<file path="src/rtl/coherence_bus_arbiter_if.sv">
// Bus bundle between the snooping caches and coherence_bus_arbiter:
// requests, snoop broadcast/acks and the completion back to the requester.
interface coherence_bus_arbiter_if #(
  parameter int NUM_CPUS = 4,
  parameter int XLEN     = 6
);
  localparam int SW = $clog2(NUM_CPUS) + 1;

  logic [NUM_CPUS-1:0]      req_valid;
  logic [3*NUM_CPUS-1:0]    req_tx;
  logic [XLEN*NUM_CPUS-1:0] req_addr;
  logic [NUM_CPUS-1:0]      req_ready;

  logic                     bcast_valid;
  logic [SW-1:0]            bcast_source;
  logic [XLEN-1:0]          bcast_addr;
  logic [2:0]               bcast_tx;

  logic [NUM_CPUS-1:0]      snoop_ack;
  logic [NUM_CPUS-1:0]      snoop_shared;

  logic                     resp_valid;
  logic [SW-1:0]            resp_dest;
  logic                     resp_shared;
  logic                     resp_error;

  modport master (
    output req_valid, req_tx, req_addr, snoop_ack, snoop_shared,
    input  req_ready, bcast_valid, bcast_source, bcast_addr, bcast_tx,
           resp_valid, resp_dest, resp_shared, resp_error
  );

  modport slave (
    input  req_valid, req_tx, req_addr, snoop_ack, snoop_shared,
    output req_ready, bcast_valid, bcast_source, bcast_addr, bcast_tx,
           resp_valid, resp_dest, resp_shared, resp_error
  );
endinterface

</file>
<file path="src/rtl/coherence_bus_arbiter.sv">
// Round-robin snooping-bus arbiter with one transaction in flight.
// Optional snoop watchdog enabled by defining SNOOP_TIMEOUT_EN.
module coherence_bus_arbiter #(
  parameter int NUM_CPUS       = 4,
  parameter int XLEN           = 6,
  parameter int TIMEOUT_CYCLES = 16
) (
  input  logic                    clk,
  input  logic                    rst,
  coherence_bus_arbiter_if.slave  bus
);
  localparam int SW = $clog2(NUM_CPUS) + 1;

  if (NUM_CPUS < 2 || NUM_CPUS > 16 || TIMEOUT_CYCLES < 1) begin : g_param_check
    $error("coherence_bus_arbiter: parameter out of range");
  end

  typedef enum logic [1:0] {IDLE, BCAST, WAIT_ACK, RESP} state_t;

  state_t              state;
  logic [SW-1:0]       last_grant;
  logic [SW-1:0]       src;
  logic [XLEN-1:0]     addr_q;
  logic [2:0]          tx_q;
  logic [NUM_CPUS-1:0] ack_mask;
  logic                shared_q;
  logic                bcast_valid_q;
  logic                resp_valid_q;
  logic                resp_shared_q;

  logic [NUM_CPUS-1:0] eligible;
  logic [NUM_CPUS-1:0] rot;
  logic [NUM_CPUS-1:0] grant;
  logic [SW-1:0]       start_idx;
  logic [SW-1:0]       off;
  logic [SW:0]         sum;
  logic [SW-1:0]       grant_idx;
  logic                grant_any;
  logic [XLEN-1:0]     sel_addr;
  logic [2:0]          sel_tx;
  logic [NUM_CPUS-1:0] src_onehot;
  logic [NUM_CPUS-1:0] ack_next;
  logic                shared_next;
  logic                acks_done;

  // Rotate eligibility so the search always begins just after the last grant.
  always_comb begin
    eligible = '0;
    for (int i = 0; i < NUM_CPUS; i++) begin
      eligible[i] = bus.req_valid[i] && (bus.req_tx[3*i +: 3] != 3'd0)
                    && (bus.req_tx[3*i +: 3] <= 3'd4);
    end
    start_idx = (last_grant == SW'(NUM_CPUS - 1)) ? '0 : last_grant + 1'b1;
    rot       = NUM_CPUS'({eligible, eligible} >> start_idx);
    grant_any = |eligible;
    off       = '0;
    for (int k = NUM_CPUS - 1; k >= 0; k--) begin
      if (rot[k]) off = SW'(k);
    end
    sum       = {1'b0, start_idx} + {1'b0, off};
    grant_idx = (sum >= (SW+1)'(NUM_CPUS)) ? SW'(sum - (SW+1)'(NUM_CPUS)) : SW'(sum);
    grant     = grant_any ? (NUM_CPUS'(1) << grant_idx) : '0;
    sel_addr  = '0;
    sel_tx    = '0;
    for (int i = 0; i < NUM_CPUS; i++) begin
      if (grant[i]) begin
        sel_addr = bus.req_addr[XLEN*i +: XLEN];
        sel_tx   = bus.req_tx[3*i +: 3];
      end
    end
  end

  // Current-cycle acks count toward completion so RESP follows the last ack directly.
  always_comb begin
    src_onehot  = NUM_CPUS'(1) << src;
    ack_next    = ack_mask | (bus.snoop_ack & ~src_onehot);
    shared_next = shared_q | (|(bus.snoop_ack & bus.snoop_shared & ~src_onehot));
    acks_done   = &(ack_next | src_onehot);
  end

`ifdef SNOOP_TIMEOUT_EN
  localparam int TW = $clog2(TIMEOUT_CYCLES + 1);
  logic [TW-1:0] tmo_cnt;
  logic          resp_error_q;
`endif

  always_ff @(posedge clk or posedge rst) begin
    if (rst) begin
      state         <= IDLE;
      last_grant    <= SW'(NUM_CPUS - 1);
      src           <= '0;
      addr_q        <= '0;
      tx_q          <= '0;
      ack_mask      <= '0;
      shared_q      <= 1'b0;
      bcast_valid_q <= 1'b0;
      resp_valid_q  <= 1'b0;
      resp_shared_q <= 1'b0;
`ifdef SNOOP_TIMEOUT_EN
      tmo_cnt       <= '0;
      resp_error_q  <= 1'b0;
`endif
    end else begin
      bcast_valid_q <= 1'b0;
      resp_valid_q  <= 1'b0;
      resp_shared_q <= 1'b0;
`ifdef SNOOP_TIMEOUT_EN
      resp_error_q  <= 1'b0;
`endif
      case (state)
        IDLE: begin
          if (grant_any) begin
            src           <= grant_idx;
            addr_q        <= sel_addr;
            tx_q          <= sel_tx;
            ack_mask      <= '0;
            shared_q      <= 1'b0;
            bcast_valid_q <= 1'b1;
            state         <= BCAST;
          end
        end
        BCAST: begin
          ack_mask <= ack_next;
          shared_q <= shared_next;
`ifdef SNOOP_TIMEOUT_EN
          tmo_cnt  <= '0;
`endif
          if (tx_q == 3'd4) begin
            resp_valid_q <= 1'b1;
            state        <= RESP;
          end else begin
            state <= WAIT_ACK;
          end
        end
        WAIT_ACK: begin
          ack_mask <= ack_next;
          shared_q <= shared_next;
          if (acks_done) begin
            resp_valid_q  <= 1'b1;
            resp_shared_q <= shared_next;
            state         <= RESP;
          end
`ifdef SNOOP_TIMEOUT_EN
          else if (tmo_cnt == TW'(TIMEOUT_CYCLES - 1)) begin
            resp_valid_q <= 1'b1;
            resp_error_q <= 1'b1;
            state        <= RESP;
          end else begin
            tmo_cnt <= tmo_cnt + 1'b1;
          end
`endif
        end
        RESP: begin
          last_grant <= src;
          state      <= IDLE;
        end
        default: state <= IDLE;
      endcase
    end
  end

  assign bus.req_ready    = (state == IDLE && !rst) ? grant : '0;
  assign bus.bcast_valid  = bcast_valid_q;
  assign bus.bcast_source = bcast_valid_q ? src : '0;
  assign bus.bcast_addr   = bcast_valid_q ? addr_q : '0;
  assign bus.bcast_tx     = bcast_valid_q ? tx_q : '0;
  assign bus.resp_valid   = resp_valid_q;
  assign bus.resp_dest    = resp_valid_q ? src : '0;
  assign bus.resp_shared  = resp_shared_q;
`ifdef SNOOP_TIMEOUT_EN
  assign bus.resp_error   = resp_error_q;
`else
  assign bus.resp_error   = 1'b0;
`endif
endmodule
</file>
<file path="src/flat_wrapper.sv">
// flat-port wrapper written by rule: the top's interface ports become plain ports
module coherence_bus_arbiter_flat 
#(
  parameter int NUM_CPUS       = 4,
  parameter int XLEN           = 6,
  parameter int TIMEOUT_CYCLES = 16
)
  (clk, rst, bus_req_valid, bus_req_tx, bus_req_addr, bus_snoop_ack, bus_snoop_shared, bus_req_ready, bus_bcast_valid, bus_bcast_source, bus_bcast_addr, bus_bcast_tx, bus_resp_valid, bus_resp_dest, bus_resp_shared, bus_resp_error);
  coherence_bus_arbiter_if #(.NUM_CPUS(NUM_CPUS), .XLEN(XLEN)) bus_i ();
  input  logic clk;
  input  logic rst;
  input wire logic [$bits(bus_i.req_valid)-1:0] bus_req_valid;
  input wire logic [$bits(bus_i.req_tx)-1:0] bus_req_tx;
  input wire logic [$bits(bus_i.req_addr)-1:0] bus_req_addr;
  input wire logic [$bits(bus_i.snoop_ack)-1:0] bus_snoop_ack;
  input wire logic [$bits(bus_i.snoop_shared)-1:0] bus_snoop_shared;
  output wire logic [$bits(bus_i.req_ready)-1:0] bus_req_ready;
  output wire logic [$bits(bus_i.bcast_valid)-1:0] bus_bcast_valid;
  output wire logic [$bits(bus_i.bcast_source)-1:0] bus_bcast_source;
  output wire logic [$bits(bus_i.bcast_addr)-1:0] bus_bcast_addr;
  output wire logic [$bits(bus_i.bcast_tx)-1:0] bus_bcast_tx;
  output wire logic [$bits(bus_i.resp_valid)-1:0] bus_resp_valid;
  output wire logic [$bits(bus_i.resp_dest)-1:0] bus_resp_dest;
  output wire logic [$bits(bus_i.resp_shared)-1:0] bus_resp_shared;
  output wire logic [$bits(bus_i.resp_error)-1:0] bus_resp_error;
  assign bus_i.req_valid = bus_req_valid;
  assign bus_i.req_tx = bus_req_tx;
  assign bus_i.req_addr = bus_req_addr;
  assign bus_i.snoop_ack = bus_snoop_ack;
  assign bus_i.snoop_shared = bus_snoop_shared;
  assign bus_req_ready = bus_i.req_ready;
  assign bus_bcast_valid = bus_i.bcast_valid;
  assign bus_bcast_source = bus_i.bcast_source;
  assign bus_bcast_addr = bus_i.bcast_addr;
  assign bus_bcast_tx = bus_i.bcast_tx;
  assign bus_resp_valid = bus_i.resp_valid;
  assign bus_resp_dest = bus_i.resp_dest;
  assign bus_resp_shared = bus_i.resp_shared;
  assign bus_resp_error = bus_i.resp_error;
  coherence_bus_arbiter #(.NUM_CPUS(NUM_CPUS), .XLEN(XLEN), .TIMEOUT_CYCLES(TIMEOUT_CYCLES)) u_core (.clk(clk), .rst(rst), .bus(bus_i));
endmodule
</file>
<file path="config.mk">
export PLATFORM = sky130hd
export DESIGN_NAME = coherence_bus_arbiter_flat
export DESIGN_NICKNAME = d
export VERILOG_FILES = /design/src/rtl/coherence_bus_arbiter_if.sv /design/src/rtl/coherence_bus_arbiter.sv /design/src/flat_wrapper.sv
export SDC_FILE = /design/constraint.sdc
export NUM_CORES = 1
export LEC_CHECK = 0
export BUFFER_PORTS_ARGS = -buffer_cell sky130_fd_sc_hd__buf_4
export CORE_ASPECT_RATIO = 1.1
export CORE_UTILIZATION = 50
export CTS_CLUSTER_DIAMETER = 60
export DETAILED_ROUTE_END_ITERATION = 10
export GPL_TIMING_DRIVEN = 0
export HOLD_SLACK_MARGIN = 0.06
export PLACE_DENSITY = 0.81
export REMOVE_ABC_BUFFERS = 1
export SLEW_MARGIN = 0
export SYNTH_ARGS = -nofsm -noshare
export SYNTH_HDL_FRONTEND = slang
export SYNTH_SLANG_ARGS = --single-unit
export TNS_END_PERCENT = 30
</file>
<file path="constraint.sdc">
create_clock -name clk -period 3.92 [get_ports clk]
set_input_delay 0 -clock clk [delete_from_list [all_inputs] [get_ports clk]]
set_output_delay 0 -clock clk [all_outputs]
set_load 0.005 [all_outputs]
</file>
Word level (Yosys, flattened, before mapping)
Cells that the tools add are included.
Word-level totals
  flip-flop bits (word level): 25
  input port bits: 50
  output and inout bits: 23
  logic and storage cells: 93
Cells by class
  add/sub/neg operators: 3
  order comparisons: 5
  eq/ne operators: 7
  shifts and indexed selects: 3
  muxes and demuxes: 35
  bitwise operators: 7
  reductions and logical operators: 23
Operators with widths (number)
  $mux W6: 5
  $mux W3: 9
  $and A4 B4 Y4: 3
  $le A3 B3 Y1 const B: 4
  $mux W2: 6
  $mux W4: 3
  $reduce_bool A3 Y1: 4
  $logic_and A1 B1 Y1: 9
  $mux W1: 8
  $or A4 B4 Y4: 2
  $pmux W2 S4: 1
  $pmux W4 S2: 1
  $reduce_or A4 Y1: 2
  $shl A1 B3 Y4 const A: 2
  $shr A8 B3 Y4: 1
  $reduce_and A2 Y1: 3
  $add A3 B2 Y4: 1
  $eq A2 B2 Y1 const B: 2
  $ge A4 B3 Y1 const B: 1
  $ne A2 B1 Y1 const B: 2
  $not A4 Y4: 1
  $pmux W1 S2: 2
  $reduce_and A4 Y1: 1
  $add A3 B1 Y3 const B: 1
  9 further kinds: 9

Logic depth before layout (Yosys ltp)
Gate-level depths: netlist (run 1).
  word-level depth: 17
  mapped depth: 13
  depth with buffers taken out: 13

Least setup slack after synthesis (run 1)
OpenSTA, ideal clock, no wires.
  path kind: reg2reg
  start point: reg u_core.last_grant[0]
  end point: reg u_core.addr_q[0]
  setup time: 92 ps
  data arrival time: 2992 ps
  required time: 3828 ps
  path slack: 836 ps
  stages on the path, launching flop included: 14
  buffers on the path: 0
  clock period less this slack: 3084 ps
  path through: dfstp_2 ha_1 nand2b_1 nand2_1 inv_1 and3_1 a211o_1 mux2_2 ha_1 a21oi_1 or3b_2 nand3_1 nor2_1 o31ai_2
On the way
  word-level cells in the longest chain between the ends: 16
  elaborated cells between the ends (all ways): 18
  those cells by class: add/sub (3); order compare (1); eq/ne (1); shift (2); mux (11)
Ends and longest elaborated chain
  start, declared: line coherence_bus_arbiter.sv:21  | logic [SW-1:0] last_grant;
  start signal, assigned: line coherence_bus_arbiter.sv:90  | last_grant <= SW'(NUM_CPUS - 1);
  start signal, assigned: line coherence_bus_arbiter.sv:154  | last_grant <= src;
  $add A3 B1 Y3 or $eq A3 B2 Y1 (tied branches): line coherence_bus_arbiter.sv:53  | start_idx = (last_grant == SW'(NUM_CPUS - 1)) ? '0 : last_grant + 1'b1;
  $mux W3 *: line coherence_bus_arbiter.sv:53
  $shr A8 B3 Y4: line coherence_bus_arbiter.sv:54  | rot = NUM_CPUS'({eligible, eligible} >> start_idx);
  $mux W2 (4 in a row): line coherence_bus_arbiter.sv:58  | if (rot[k]) off = SW'(k);
  $add A3 B2 Y4 *: line coherence_bus_arbiter.sv:60  | sum = {1'b0, start_idx} + {1'b0, off};
  $ge A4 B3 Y1 or $sub A3 B3 Y3 (tied branches): line coherence_bus_arbiter.sv:61  | grant_idx = (sum >= (SW+1)'(NUM_CPUS)) ? SW'(sum - (SW+1)'(NUM_CPUS)) : SW'(sum);
  $mux W3 *: line coherence_bus_arbiter.sv:61
  $shl A1 B3 Y4 *: line coherence_bus_arbiter.sv:62  | grant = grant_any ? (NUM_CPUS'(1) << grant_idx) : '0;
  $mux W4 *: line coherence_bus_arbiter.sv:62
  $mux W6 (3 in a row): line coherence_bus_arbiter.sv:66  | if (grant[i]) begin
  $mux W6 *: line coherence_bus_arbiter.sv:66
  end signal, assigned: line coherence_bus_arbiter.sv:114  | addr_q <= sel_addr;
  end, declared: line coherence_bus_arbiter.sv:23  | logic [XLEN-1:0] addr_q;
Every way passes the cells marked *; elsewhere a longest branch is shown, timed or not.
A chain may end at the register's enable or synchronous reset.

Worst setup path after layout (run 1)
  start point: reg u_core.last_grant[1]
  end point: out bus_req_ready[2]
On the way
  word-level cells in the longest chain between the ends: 13
  elaborated cells between the ends (all ways): 15
  those cells by class: add/sub (3); order compare (1); eq/ne (1); shift (2); mux (8)
Ends and longest elaborated chain
  $add A3 B1 Y3 or $eq A3 B2 Y1 (tied branches): line coherence_bus_arbiter.sv:53
  $mux W3 *: line coherence_bus_arbiter.sv:53
  $shr A8 B3 Y4: line coherence_bus_arbiter.sv:54
  $mux W2 (4 in a row): line coherence_bus_arbiter.sv:58
  $add A3 B2 Y4 *: line coherence_bus_arbiter.sv:60
  $ge A4 B3 Y1 or $sub A3 B3 Y3 (tied branches): line coherence_bus_arbiter.sv:61
  $mux W3 *: line coherence_bus_arbiter.sv:61
  named net u_core.grant_idx[1]: line coherence_bus_arbiter.sv:37  | logic [SW-1:0] grant_idx;
  $shl A1 B3 Y4 *: line coherence_bus_arbiter.sv:62
  $mux W4 *: line coherence_bus_arbiter.sv:62
  $mux W4 *: line coherence_bus_arbiter.sv:162  | assign bus.req_ready = (state == IDLE && !rst) ? grant : '0;
  end, declared: line flat_wrapper.sv:17  | output wire logic [$bits(bus_i.req_ready)-1:0] bus_req_ready;
Mark *: on every way through the listed nets, which the timed path passes. The rest lies on a longest branch.

==> impl_summary.md, run 1 <==
Power
The leakage component of the power is 1.21 nW. For this design the ratio of total power to cell area is 839 nW/um^2. Across the VDD grid, the largest voltage drop is 0.000546 V. The overall power after layout is 2.17 mW.

Cells and area
The area of all placed cells without fillers is 2590 um^2. The number of diodes is 0. The layout-stage area growth over the synthesis result is 33.0%.

The number of filler instances in the final layout is 321. The finished layout holds 330 standard cells, fillers aside. The number of nets in the layout is 340. The fraction of final layout cells with drive strength greater than 1 is 0.375.

Routing
The number of vias after detailed routing is 1,845. The starting DRC count in detailed routing is 89. The number of vias per cell after detailed routing is 5.59. The detail route stage leaves a number of antenna-violating nets equal to 0. The length of the first detailed-routing pass in iterations is 4. The total wirelength of the detailed-routed design is 4790 um. After detailed routing, the average wire length per cell comes to 14.5 um. The number of DRC violations after detailed routing is 0.

Setup path
The worst register-to-register path has a depth of 11. STA puts the critical path data required time at 3920 ps. Of all nets on the critical path, the largest fanout is 15. The setup check on the worst reg-to-reg path leaves a slack of 380 ps. The worst setup path is launched from a register.

The reg-to-reg endpoint is u_core.tx_q[0]. The data arrival time of the worst path is 3620 ps. The class of the most critical setup path is reg -> out. The critical path endpoint category is a primary output. The startpoint of the lowest-slack register-to-register path is u_core.last_grant[1].

Min path
The worst hold path belongs to the class in -> reg. The worst hold path passes through 3 cells. For hold timing, the worst endpoint is u_core.addr_q[0]. The startpoint identified for the worst hold timing path is bus_req_addr[18].

Timing
The final hold violation count came to 0. The maximum clock frequency is 276 MHz. The post-route worst setup slack is 295 ps. The normalized max-slew margin is 0.364. Subtracting the final worst setup slack from the clock period gives 3620 ps.

The final max-slew violation count was 0. The number of failing setup endpoints in the final timing report is 0. Of the available clock period, the critical path in the final layout requires 0.925. Setup repair after global routing left no endpoint under its margin. For the pin with the worst max-slew slack, the measured transition is 953 ps. The final clock skew is 2.61 ps. Summed over all failing endpoints, the final setup total negative slack is 0 ps.

Global routing
The via count of the first global-routing pass came to 1,762. Entering global routing, the biggest net connects 26 pins. The initial antenna violation count is 0. Summed over all layers, the global routing overflow is 0. Across every metal layer, demand over resource in global routing totals 0.247. The global-route wire length before repair is 7730 um.

Yosys
During synthesis, Yosys emitted a total of 0 warnings. After synthesis, the share of flip-flops with an asynchronous set or reset is 1.00. The post-synthesis sequential area ratio is 0.323. The synthesized design contains 0 enable-type register cells. Of the post-synthesis cell area, the dominant cell type holds 0.296.

The leading area contributor after synthesis is sky130_fd_sc_hd__dfrtp_1. In this run, synthesis produced a sequential element count of 25. The number of different library cells used by synthesis comes to 55.

The most used flip-flop cell after synthesis is sky130_fd_sc_hd__dfrtp_1. Sorting the synthesized cells by area gives the leading types as sky130_fd_sc_hd__dfrtp_1 30%, sky130_fd_sc_hd__mux2_2 6.9%, sky130_fd_sc_hd__ha_1 5.1%, sky130_fd_sc_hd__and2_1 4.8%, sky130_fd_sc_hd__nand2_1 4.2%. The mean area per synthesized cell is 9.32 um^2.

The synthesized netlist occupies a cell area of 1950 um^2. The cell count after synthesis came out at 209.

Clocking
The clock root buffer is sky130_fd_sc_hd__clkbuf_8. TritonCTS built the clock tree. Counting along the longest clock path gives a buffer depth of 2. The number of clock sinks seen by CTS is 25.

At the later pin of the worst-skew pair, clock insertion delay measures 270 ps. Clock-pin slew was measured on the worst setup and hold paths at 90 ps. CTS built an H-tree with a depth of 1. The number of clock buffers added by TritonCTS is 3.

Floorplanning
The effective utilization at floorplan is 0.529. The height of the chip is 67.4 um. The count of standard-cell rows is 23.

In this run the standard cell core region covers 3680 um^2. 73 I/O pins were placed. From left edge to right edge, the die measures 61.5 um. The area of the die is 4150 um^2.

Run status
The flow ran to the end, and the final reports show no timing, DRC or antenna violations.

Placement
The wire-length estimate of the detail-placed layout is 3580 um. In this run the tool buffered the top-level ports with 71 buffer cells. The global placer's final weighted congestion is 0.806. The area after detailed placement is 2470 um^2. OpenSTA, run right after detailed placement, puts the worst setup slack at 150 ps. The number of placed instances, taps included is 319.

Job
The max-cap violation count is 0.
how the worst max path moves through the flow:
stage / slack [ps] / start / endpoint
finish: 300 / u_core.last_grant[1] / bus_req_ready[2]
floorplan: 790 / u_core.last_grant[0] / u_core.tx_q[0]
CTS: 70 / u_core.last_grant[0] / bus_req_ready[2]
global placement: 230 / u_core.last_grant[1] / u_core.tx_q[1]
detailed placement: 150 / u_core.last_grant[0] / u_core.tx_q[1]
global route: 110 / u_core.last_grant[0] / bus_req_ready[2]
cell families after synthesis:
| kind of cell | after synthesis | share of synthesized area |
|---|---|---|
| other | 1 | 0.00193 |
| AO/OA/AOI/OAI | 52 | 0.222 |
| multiplexers | 15 | 0.0848 |
| flip-flops | 25 | 0.323 |
| AND/OR/NAND/NOR | 89 | 0.257 |
| buffers and inverters | 18 | 0.0501 |
| adder cells (fa/ha/maj) | 9 | 0.0617 |
cells in the mapped netlist, drive strengths merged, types with 2 or more instances:
library cell  number
nand2b             3
o22ai              6
mux2              12
nand2             22
or3b               2
nor3b              2
o2bb2ai            7
nand3              6
nor2b              4
a21boi             2
inv                7
buf                6
a211o              4
dfstp              2
o221ai             3
o21ai             10
nor4               2
and3               5
and2              15
nor3               2
or3                5
ha                 8
a22oi              2
clkbuf             5
mux2i              3
a21oi              3
nor2              13
o31ai              6
nand3b             2
dfrtp             23
layer usage:
metal | global-route usage | part of all wire | vias up
li1 | - | - | 911
met2 | 0.426 | 0.50 | 62
met4 | 0.0722 | 0.012 | 0
met3 | 0.0460 | 0.053 | 8
met1 | 0.309 | 0.43 | 864
met5 | 0 | 0 | -
critical path, stage by stage, from the launching register on:
cell                       delay [ps]
sky130_fd_sc_hd__dfstp_2          550
sky130_fd_sc_hd__ha_1             150
sky130_fd_sc_hd__nand2b_1          90
sky130_fd_sc_hd__nand2_1          150
sky130_fd_sc_hd__inv_1            110
sky130_fd_sc_hd__and3_1           210
sky130_fd_sc_hd__a211o_1          280
sky130_fd_sc_hd__mux2_2           310
sky130_fd_sc_hd__fa_2             780
sky130_fd_sc_hd__nand2b_1         340
sky130_fd_sc_hd__nor3_1           240
sky130_fd_sc_hd__buf_4            140
registers in the layout (all words and copies together) (netlist names):
name,count
u_core.last_grant,3
u_core.bus.resp_valid,1
u_core.bus.resp_shared,1
u_core.bus.bcast_valid,1
u_core.state,2
u_core.addr_q,6
u_core.src,3
u_core.ack_mask,4
u_core.tx_q,3
u_core.shared_q,1
cells in the final DEF, fill, tap and decap left out, types with 2 or more instances in the layout:
| cell | count |
|---|---|
| sky130_fd_sc_hd__nand2b_1 | 3 |
| sky130_fd_sc_hd__mux2i_1 | 3 |
| sky130_fd_sc_hd__dfstp_2 | 2 |
| sky130_fd_sc_hd__clkbuf_8 | 3 |
| sky130_fd_sc_hd__mux2_2 | 12 |
| sky130_fd_sc_hd__o31ai_2 | 4 |
| sky130_fd_sc_hd__and2_1 | 15 |
| sky130_fd_sc_hd__a21boi_0 | 2 |
| sky130_fd_sc_hd__or3_1 | 5 |
| sky130_fd_sc_hd__o21ai_2 | 4 |
| sky130_fd_sc_hd__o2bb2ai_1 | 7 |
| sky130_fd_sc_hd__nor3_1 | 2 |
| sky130_fd_sc_hd__o31ai_1 | 2 |
| sky130_fd_sc_hd__or3b_2 | 2 |
| sky130_fd_sc_hd__o22ai_1 | 6 |
| sky130_fd_sc_hd__nor2b_1 | 4 |
| sky130_fd_sc_hd__nand3b_1 | 2 |
| sky130_fd_sc_hd__o21ai_0 | 6 |
| sky130_fd_sc_hd__o221ai_1 | 3 |
| sky130_fd_sc_hd__a22oi_1 | 2 |
| sky130_fd_sc_hd__and3_1 | 5 |
| sky130_fd_sc_hd__a21oi_1 | 3 |
| sky130_fd_sc_hd__inv_1 | 7 |
| sky130_fd_sc_hd__buf_4 | 71 |
| sky130_fd_sc_hd__nor3b_1 | 2 |
| sky130_fd_sc_hd__dfrtp_1 | 23 |
| sky130_fd_sc_hd__nor2_1 | 13 |
| sky130_fd_sc_hd__dlygate4sd3_1 | 7 |
| sky130_fd_sc_hd__nand2_1 | 22 |
| sky130_fd_sc_hd__a211o_1 | 4 |
| sky130_fd_sc_hd__nand3_1 | 5 |
| sky130_fd_sc_hd__ha_1 | 8 |
through the flow:
step | hold slack, ps | util
global placement | 262 | 0.671
detailed placement | 274 | 0.671
global route | 69.4 | 0.703
floorplan | 25.8 | -
CTS | 61.6 | 0.702
finish | 62.2 | 0.703
repair_timing:
| item | in CTS | in global routing |
|---|---|---|
| resized for setup | 0 | 1 |
| endpoints found under the setup margin | 0 | 6 |
| endpoints found under the hold margin | 29 | 0 |
| hold buffers | 7 | 0 |
| setup buffers | 0 | 0 |
cell type report:
class | count | area, um^2 | share of cell area
multi-input cells | 166 | 1220 | 0.473
clock buffers | 4 | 45.0 | 0.0174
inverters | 7 | 26.3 | 0.0101
well taps | 50 | 62.6 | 0.0242
repair buffers | 78 | 603 | 0.233
flip-flops and latches | 25 | 628 | 0.243
where the power goes:
part           switching (mW)  internal [mW]  total (mW)
sequential             0.0976          0.385       0.483
clock                  0.0823         0.0728       0.155
combinational           0.858          0.675        1.53
Power figures use the tool's default switching activity.
==> run 2: changes to the inputs <==
--- a/config.mk
+++ b/config.mk
@@ -6,13 +6,15 @@
 export NUM_CORES = 1
 export LEC_CHECK = 0
 export BUFFER_PORTS_ARGS = -buffer_cell sky130_fd_sc_hd__buf_4
+export CELL_PAD_IN_SITES_DETAIL_PLACEMENT = 1
+export CELL_PAD_IN_SITES_GLOBAL_PLACEMENT = 2
 export CORE_ASPECT_RATIO = 1.1
-export CORE_UTILIZATION = 50
+export CORE_UTILIZATION = 29
 export CTS_CLUSTER_DIAMETER = 60
 export DETAILED_ROUTE_END_ITERATION = 10
 export GPL_TIMING_DRIVEN = 0
 export HOLD_SLACK_MARGIN = 0.06
-export PLACE_DENSITY = 0.81
+export PLACE_DENSITY_LB_ADDON = 0.1
 export REMOVE_ABC_BUFFERS = 1
 export SLEW_MARGIN = 0
 export SYNTH_ARGS = -nofsm -noshare
==> constraint.sdc (replaced) <==
create_clock -name clk -period 3.92 [get_ports clk]
set_input_delay 0 -clock clk [delete_from_list [all_inputs] [get_ports clk]]
set_output_delay 0 -clock clk [all_outputs]
set_load 0.02 [all_outputs]
==> run 2 against run 1 <==
  * Clock power hardly changed
  * Clock skew hardly changed
  * First-iteration DRC count decreased by 44%
  * Flip-flop and latch count unchanged
  * Sequential share of layout area shrank 0.62 points
  * Global-route usage is 7.0 points lower
  * Utilization shrank 28 points
  * Die area up 70%
  * Combinational power increased by 7%
  * Wire length up 20%
  * Non-clock buffer count rose by 3
  * Largest power group unchanged
==> impl_summary.md, run 2 (same netlist as run 1, synthesis figures left out) <==
Setup path
The startpoint identified for the worst register-to-register timing path is u_core.last_grant[1]. The critical path data required time came to 3920 ps (about the same). STA classifies the critical path startpoint as a register. The highest fanout seen on the critical path came to 15 (unchanged).

The cell depth of the worst flop-to-flop path is 11 (unchanged). STA classifies the critical path endpoint as a primary output. The class of the most critical setup path is reg -> out. The setup slack of the worst register-to-register path is 270 ps (-110 ps). Tracing the worst setup path back leads to its startpoint at u_core.last_grant[1]. The data arrival time of the worst path came to 3690 ps (+70 ps).

Routing
The total wirelength of the detailed-routed design is 5770 um (+20%). The routed wire length on met3 is 257 um (+1.6%). The number of vias after detailed routing is 1,857 (+0.65%). The number of vias per cell after detailed routing is 5.12 (-8.5%). The met1 layer wirelength in the final routing is 2460 um (+19%). The average wire per cell in the routed design came to 15.9 um (+9.5%). The length of the first detailed-routing pass in iterations is 4 (unchanged). The detailed router used layers up to and including met4.

The number of DRC violations after detailed routing was 0 (unchanged). The starting DRC count in detailed routing is 50 (-44%). The post-detailed-route count of antenna-violating nets is 0 (unchanged). The total length of routed met2 wires is 3040 um (+26%).

Floorplanning
The total I/O pin count is 73 (unchanged). The effective utilization at floorplan is 0.307 (-0.222). The placeable core area is 6340 um^2 (+72%).

The width of the die is 80.1 um (+30%). The area of the die came to 7050 um^2 (+70%). The height of the chip came to 87.9 um (+30%). The count of standard-cell rows was 30 (+30%).

Timing
The final hold violation count is 0 (unchanged). Setup repair after global routing left no endpoint under its margin. The normalized max-slew margin is 0.341 (-0.0230). The maximum clock frequency is 271 MHz (-1.9%). The final clock skew is 2.42 ps (-0.195 ps). The measured slew at the worst slew-check pin is 988 ps (+34.5 ps). The final max-slew violation count is 0 (unchanged). The period utilization is 0.942 (+0.0175).

The clock period minus worst slack is 3690 ps (+68.5 ps). The number of failing setup endpoints in the final timing report is 0 (unchanged).

Global routing
The overall track demand over capacity in global routing was 0.177 (-0.0696). The via count of the first global-routing pass is 1,902 (+7.9%). The global-route wire length before repair is 9560 um (+24%).

The largest net degree at the start of global routing is 26 (unchanged). The global route total overflow is 0 (unchanged). The initial antenna violation count is 0 (unchanged).

Clocking
The number of buffers between clock root and the deepest sink was 2 (unchanged). The total CTS buffers is 3 (unchanged). The latest clock arrival within the worst-skew pair is 270 ps (about the same).

The deepest level of the CTS H-tree was 1 (unchanged). The number of buffers inserted to repair setup after CTS is 0 (unchanged). The clock-pin slew reported for the worst setup and hold paths after clock tree synthesis is 90 ps (about the same).

The clock root buffer is sky130_fd_sc_hd__clkbuf_8. The number of clock sinks seen by CTS is 25 (unchanged). TritonCTS built the clock tree.

Cells and area
The end-of-flow core utilization is 0.419 (-0.284). The fraction of final layout cells with drive strength greater than 1 was 0.371 (-0.00398). The layout-stage area growth over the synthesis result is 36.4%. The number of diodes is 0 (unchanged). Ranked by flip-flop count, first place goes to u_core.addr_q. The largest registers in the layout are u_core.addr_q (6), u_core.ack_mask (4). The flip-flop count of the largest register after layout is 6 (unchanged). In the layout the commonest cells are 71 x sky130_fd_sc_hd__buf_4, 23 x sky130_fd_sc_hd__dfrtp_1, 22 x sky130_fd_sc_hd__nand2_1, 15 x sky130_fd_sc_hd__and2_1, 13 x sky130_fd_sc_hd__nor2_1. The most frequent standard cell in the layout excluding fill and tap cells is sky130_fd_sc_hd__buf_4. The number of nets in the layout is 343 (+0.88%).

Min path
In this run the most critical hold path is launched from bus_req_addr[14]. The worst hold path class is in -> reg. The depth of the worst hold-timing path is 3 (unchanged).

Power
The overall power after layout is 2.28 mW (+5.1%). The leakage component of the power is 1.22 nW (+1.0%). The worst-case vdd ir drop is 0.000332 V (-39%). The cell area power density is 859 nW/um^2 (+2.5%).

Run status
The run finished with clean final reports.

Placement
The number of buffer cells added on primary ports is 71 (unchanged). The half-perimeter wire length after detailed placement is 4290 um (+20%). The global placer's final weighted congestion was 0.736 (-8.6%).

Job
The max-cap violation count is 0 (unchanged).
==> run 2: changes by cell type in the layout (fill, tap and decap cells not counted) <==
cell	change
sky130_fd_sc_hd__dlygate4sd3_1	+3
==> run 2: per-layer routing <==
metal  GRT usage  up-vias
li1            -      911
met1       0.207      901
met2       0.340       43
met3      0.0385        2
met4      0.0195        0
met5           0        -
==> run 2: timing repair <==
item                                    4_1_cts  5_1_grt
resized for setup                             1        0
hold endpoints to repair                     32        0
endpoints found under the setup margin        4        0
hold buffers                                 10        0
==> run 2: critical path, cell delays in order, from the launching register on <==
cell and delay, ps:
sky130_fd_sc_hd__dfstp_2 550, sky130_fd_sc_hd__ha_1 150, sky130_fd_sc_hd__nand2b_1 90, sky130_fd_sc_hd__nand2_1 160, sky130_fd_sc_hd__inv_1 120, sky130_fd_sc_hd__and3_1 220, sky130_fd_sc_hd__a211o_1 270, sky130_fd_sc_hd__mux2_2 310
sky130_fd_sc_hd__fa_2 780, sky130_fd_sc_hd__nand2b_1 350, sky130_fd_sc_hd__nor3_1 230, sky130_fd_sc_hd__buf_4 170
==> run 2: cell type report <==
class                           count  area [um^2]
Fill cell                         769         3690
Timing Repair Buffer               81          633
Inverter                            7         26.3
Clock buffer                        4         45.0
Tap cell                           80          100
Sequential cell                    25          628
Multi-Input combinational cell    166         1220
==> run 2: report_power, final <==
part / internal [mW] / switching (mW)
sequential: 0.385 / 0.103
clock: 0.0728 / 0.0835
combinational: 0.683 / 0.955
==> run 2: final timing paths <==
kind / to
hold reg to reg: u_core.addr_q[5]
setup / recovery: bus_req_ready[2]
min in group asynchronous: u_core.tx_q[1]
max in group asynchronous: u_core.src[0]
hold / removal: u_core.addr_q[2]
setup reg to reg: u_core.tx_q[1]
==> run 2: stage by stage <==
step	instances	setup TNS (ps)	setup WS [ps]	hold slack [ps]	instance area, um^2
floorplan	198	0	663	25.8	1880
global placement	349	-10.9	-10.9	268	2510
detailed placement	349	-7.51	-5.89	276	2510
CTS	363	0	210	63.8	2660
global route	363	0	0.979	80.7	2660
finish	363	0	227	68.7	2660
==> run 3: changes to the inputs <==
--- a/config.mk
+++ b/config.mk
@@ -5,16 +5,18 @@
 export SDC_FILE = /design/constraint.sdc
 export NUM_CORES = 1
 export LEC_CHECK = 0
+export ABC_AREA = 1
 export BUFFER_PORTS_ARGS = -buffer_cell sky130_fd_sc_hd__buf_4
 export CELL_PAD_IN_SITES_DETAIL_PLACEMENT = 1
 export CELL_PAD_IN_SITES_GLOBAL_PLACEMENT = 2
 export CORE_ASPECT_RATIO = 1.1
-export CORE_UTILIZATION = 29
+export CORE_UTILIZATION = 26
 export CTS_CLUSTER_DIAMETER = 60
 export DETAILED_ROUTE_END_ITERATION = 10
 export GPL_TIMING_DRIVEN = 0
 export HOLD_SLACK_MARGIN = 0.06
 export PLACE_DENSITY_LB_ADDON = 0.1
+export RECOVER_POWER = 25
 export REMOVE_ABC_BUFFERS = 1
 export SLEW_MARGIN = 0
 export SYNTH_ARGS = -nofsm -noshare
==> run 3 against run 2 <==
  * Flip-flop and latch count stayed put
  * Area after synthesis is 3.1% higher
  * Critical path depth is 1 higher
  * First-iteration DRC count is 18% higher
  * Die area is 15% higher
  * Global-route usage is 0.88 points lower
  * Sequential share of layout area is 0.53 points lower
  * Register-to-register slack better by 280 ps
  * Clock-buffer cell count is 1 lower
  * Critical endpoint is now bus_req_ready[3]
==> impl_summary.md, run 3 <==
Yosys
In the synthesized netlist the dominant register cell turns out to be sky130_fd_sc_hd__dfrtp_1. The proportion of netlist area held by the largest area contributor is 0.287 (-0.00903). The post-synthesis sequential area ratio is 0.313 (-0.00985). The area of the mapped netlist is 2010 um^2 (+3.1%). The unique cell type count in the Yosys netlist is 29 (-47%).

In the post-synthesis netlist, the cell with the most instances is sky130_fd_sc_hd__nand2_1. The async set-or-reset flop fraction in the synthesized netlist was 1.00 (unchanged). The commonest cells after synthesis are 81 x sky130_fd_sc_hd__nand2_1, 45 x sky130_fd_sc_hd__inv_1, 45 x sky130_fd_sc_hd__nand3_1.

The gate count after technology mapping came to 300 (+44%). The leading area contributor after synthesis is sky130_fd_sc_hd__dfrtp_1. The mean area per synthesized cell is 6.69 um^2 (-28%). The number of flops mapped to enable cells by yosys came to 0 (unchanged). The count of yosys warnings during synthesis is 0 (unchanged).

Ranked by total cell area, the synthesized netlist is headed by sky130_fd_sc_hd__dfrtp_1 29%, sky130_fd_sc_hd__nand2_1 15%, sky130_fd_sc_hd__nand3_1 11%, sky130_fd_sc_hd__inv_1 8.4%, sky130_fd_sc_hd__ha_1 5.0%. The count of state elements after synthesis was 25 (unchanged).

Timing
The normalized max-slew margin is 0.316 (-0.0246). Setup repair after global routing left no endpoint under its margin. The measured slew at the worst slew-check pin is 1020 ps (+36.8 ps). The number of failing setup endpoints in the final timing report came to 0 (unchanged).

The maximum clock frequency came to 277 MHz (+2.4%). The final hold slack is 62.1 ps (-6.58 ps). The final clock skew is 10.0 ps (+7.63 ps). The accumulated negative setup slack is 0 ps (unchanged). The period utilization is 0.921 (-0.0217). The clock period minus worst slack is 3610 ps (-85.1 ps).

The final hold violation count is 0 (unchanged). The final max-slew violation count came to 0 (unchanged).

Setup path
The class of the most critical setup path is reg -> out. The critical path endpoint category is a primary output. The data arrival time of the worst path is 3610 ps (-80 ps). The type of origin of the critical path is a register. The highest fanout seen on the critical path was 10 (-5). The critical path data required time is 3920 ps (about the same).

Clocking
The number of buffers between clock root and the deepest sink was 2 (unchanged). The clock root buffer is sky130_fd_sc_hd__clkbuf_8. TritonCTS built the clock tree.

The number of clock sinks seen by CTS is 25 (unchanged). The clock-pin slew reported for the worst setup and hold paths after clock tree synthesis is 100 ps (about the same). The number of buffers inserted to repair setup after CTS is 0 (unchanged).

The deepest level of the CTS H-tree was 1 (unchanged). The total CTS buffers is 3 (unchanged). The latest clock arrival within the worst-skew pair is 270 ps (about the same).

Global routing
The overall track demand over capacity in global routing was 0.169 (-0.00875). The largest net degree at the start of global routing is 33 (+27%). The via count of the first global-routing pass is 2,157 (+13%). The global route total overflow came to 0 (unchanged). The global-route wire length before repair is 10,800 um (+13%).

The initial antenna violation count is 0 (unchanged).

Cells and area
The top cell types in the final layout, fill and taps aside, are 81 x sky130_fd_sc_hd__nand2_1, 64 x sky130_fd_sc_hd__buf_4, 45 x sky130_fd_sc_hd__inv_1, 45 x sky130_fd_sc_hd__nand3_1, 23 x sky130_fd_sc_hd__dfrtp_1. The end-of-flow core utilization is 0.364 (-0.0551). The area occupied by multi-input gates is 1140 um^2 (-6.5%). The most frequent standard cell in the layout excluding fill and tap cells is sky130_fd_sc_hd__nand2_1. u_core.addr_q holds more flip-flops than any other register. The number of filler instances in the final layout is 972 (+26%). The post-route non-filler standard cell count is 479 (+32%). The fraction of final layout cells with drive strength greater than 1 is 0.227 (-0.144). The area growth from synthesis to layout is 35.3%. The area used by sequential logic in the layout is 628 um^2 (unchanged). The largest registers in the layout are u_core.addr_q (6), u_core.ack_mask (4).

The flip-flop count of the largest register after layout is 6 (unchanged). The number of diodes is 0 (unchanged). The number of nets in the layout came to 434 (+27%).

Routing
The number of vias per cell after detailed routing is 4.56 (-11%). The number of DRC violations after detailed routing is 0 (unchanged). The length of the first detailed-routing pass in iterations is 4 (unchanged).

The starting DRC count in detailed routing was 59 (+18%). The routed wire length on met3 came to 253 um (-1.6%). The post-detailed-route count of antenna-violating nets is 0 (unchanged).

The met1 layer wirelength in the final routing is 3160 um (+29%). The total wirelength of the detailed-routed design is 6280 um (+8.8%). The highest metal layer with signal wires is met4. The number of vias after detailed routing is 2,184 (+18%).

The total length of routed met2 wires is 2790 um (-8.0%). The average wire per cell in the routed design is 13.1 um (-18%).

Job
The max-cap violation count is 0 (unchanged).

Placement
The half-perimeter wire length after detailed placement came to 4910 um (+14%). The number of placed instances, taps included is 468 (+34%). The global placer's final weighted congestion is 0.740 (+0.49%). The number of buffer cells added on primary ports was 71 (unchanged).

Floorplanning
The height of the chip is 94.2 um (+7.1%). The count of standard-cell rows is 33 (+10%). The placeable core area is 7470 um^2 (+18%). The total I/O pin count is 73 (unchanged). The width of the die is 85.8 um (+7.1%). The effective utilization at floorplan is 0.269 (-0.0382). The area of the die came to 8080 um^2 (+15%).

Min path
In this run the worst hold path is classified as in -> reg.

Run status
The flow ran to the end, and the final reports show no timing, DRC or antenna violations.
==> run 3: repair_timing <==
item / 4_1_cts / 5_1_grt
setup endpoints to repair: 0 / 1
hold buffers: 7 / 0
resized for setup: 0 / 1
endpoints found under the hold margin: 29 / 0
==> run 3: cell type report <==
class | instances | area share
Sequential cell | 25 | 0.231
Clock inverter | 1 | 0.00184
Timing Repair Buffer | 78 | 0.214
Inverter | 50 | 0.0691
Tap cell | 105 | 0.0483
Clock buffer | 3 | 0.0152
Multi-Input combinational cell | 217 | 0.421
==> run 3: layer usage <==
metal | vias up | track usage
met5 | - | 0
met4 | 0 | 0.0458
met3 | 4 | 0.0167
met2 | 61 | 0.285
met1 | 996 | 0.229
li1 | 1123 | -
==> run 3: path summary, 6_finish.rpt <==
path / start / to / slack [ps] / cells past startpoint
worst max-delay path: u_core.last_grant[0] / bus_req_ready[3] / 310 / 12
worst min-delay path: bus_req_addr[20] / u_core.addr_q[2] / 60 / 5
worst max register to register: u_core.last_grant[0] / u_core.addr_q[0] / 550 / 12
worst min register to register: u_core.addr_q[2] / u_core.addr_q[2] / 490 / 2
max in group asynchronous: rst / u_core.ack_mask[3] / 2770 / 3
min in group asynchronous: rst / u_core.bus.bcast_valid / 530 / 3
==> run 3: kinds of logic (layout without fill, tap and decap cells) <==
family                     count (synthesis)  in the layout  synth area share
DFF                                       25             25             0.313
buffers and inverters                     58            132             0.120
AOI/OAI and AO/OA                         48             48             0.137
adders and majority gates                  9              9            0.0598
and+or+nand+nor                          159            159             0.368
other                                      1              1           0.00187
==> run 3: worst max-delay path: stages, from the launching register on <==
cell	delay, ps
sky130_fd_sc_hd__dfstp_2	390
sky130_fd_sc_hd__ha_1	230
sky130_fd_sc_hd__a21oi_2	320
sky130_fd_sc_hd__o21ai_0	180
sky130_fd_sc_hd__o21ai_0	250
sky130_fd_sc_hd__a21boi_1	120
sky130_fd_sc_hd__ha_1	210
sky130_fd_sc_hd__fa_1	640
sky130_fd_sc_hd__inv_1	170
sky130_fd_sc_hd__nor3_4	460
sky130_fd_sc_hd__nand2_1	100
sky130_fd_sc_hd__nor2_1	100
sky130_fd_sc_hd__buf_4	150
==> run 3: metrics by stage <==
stage	setup slack [ps]	instance area (um^2)
4_1_cts	182	2740
3_5_place_dp	457	2620
3_3_place_gp	536	2620
6_report	312	2720
5_1_grt	0.987	2720
2_1_floorplan	1000	1950
Power of run 3 is not shown: default switching activity piles up to over one toggle a cycle in this logic, so the estimate is an artifact.
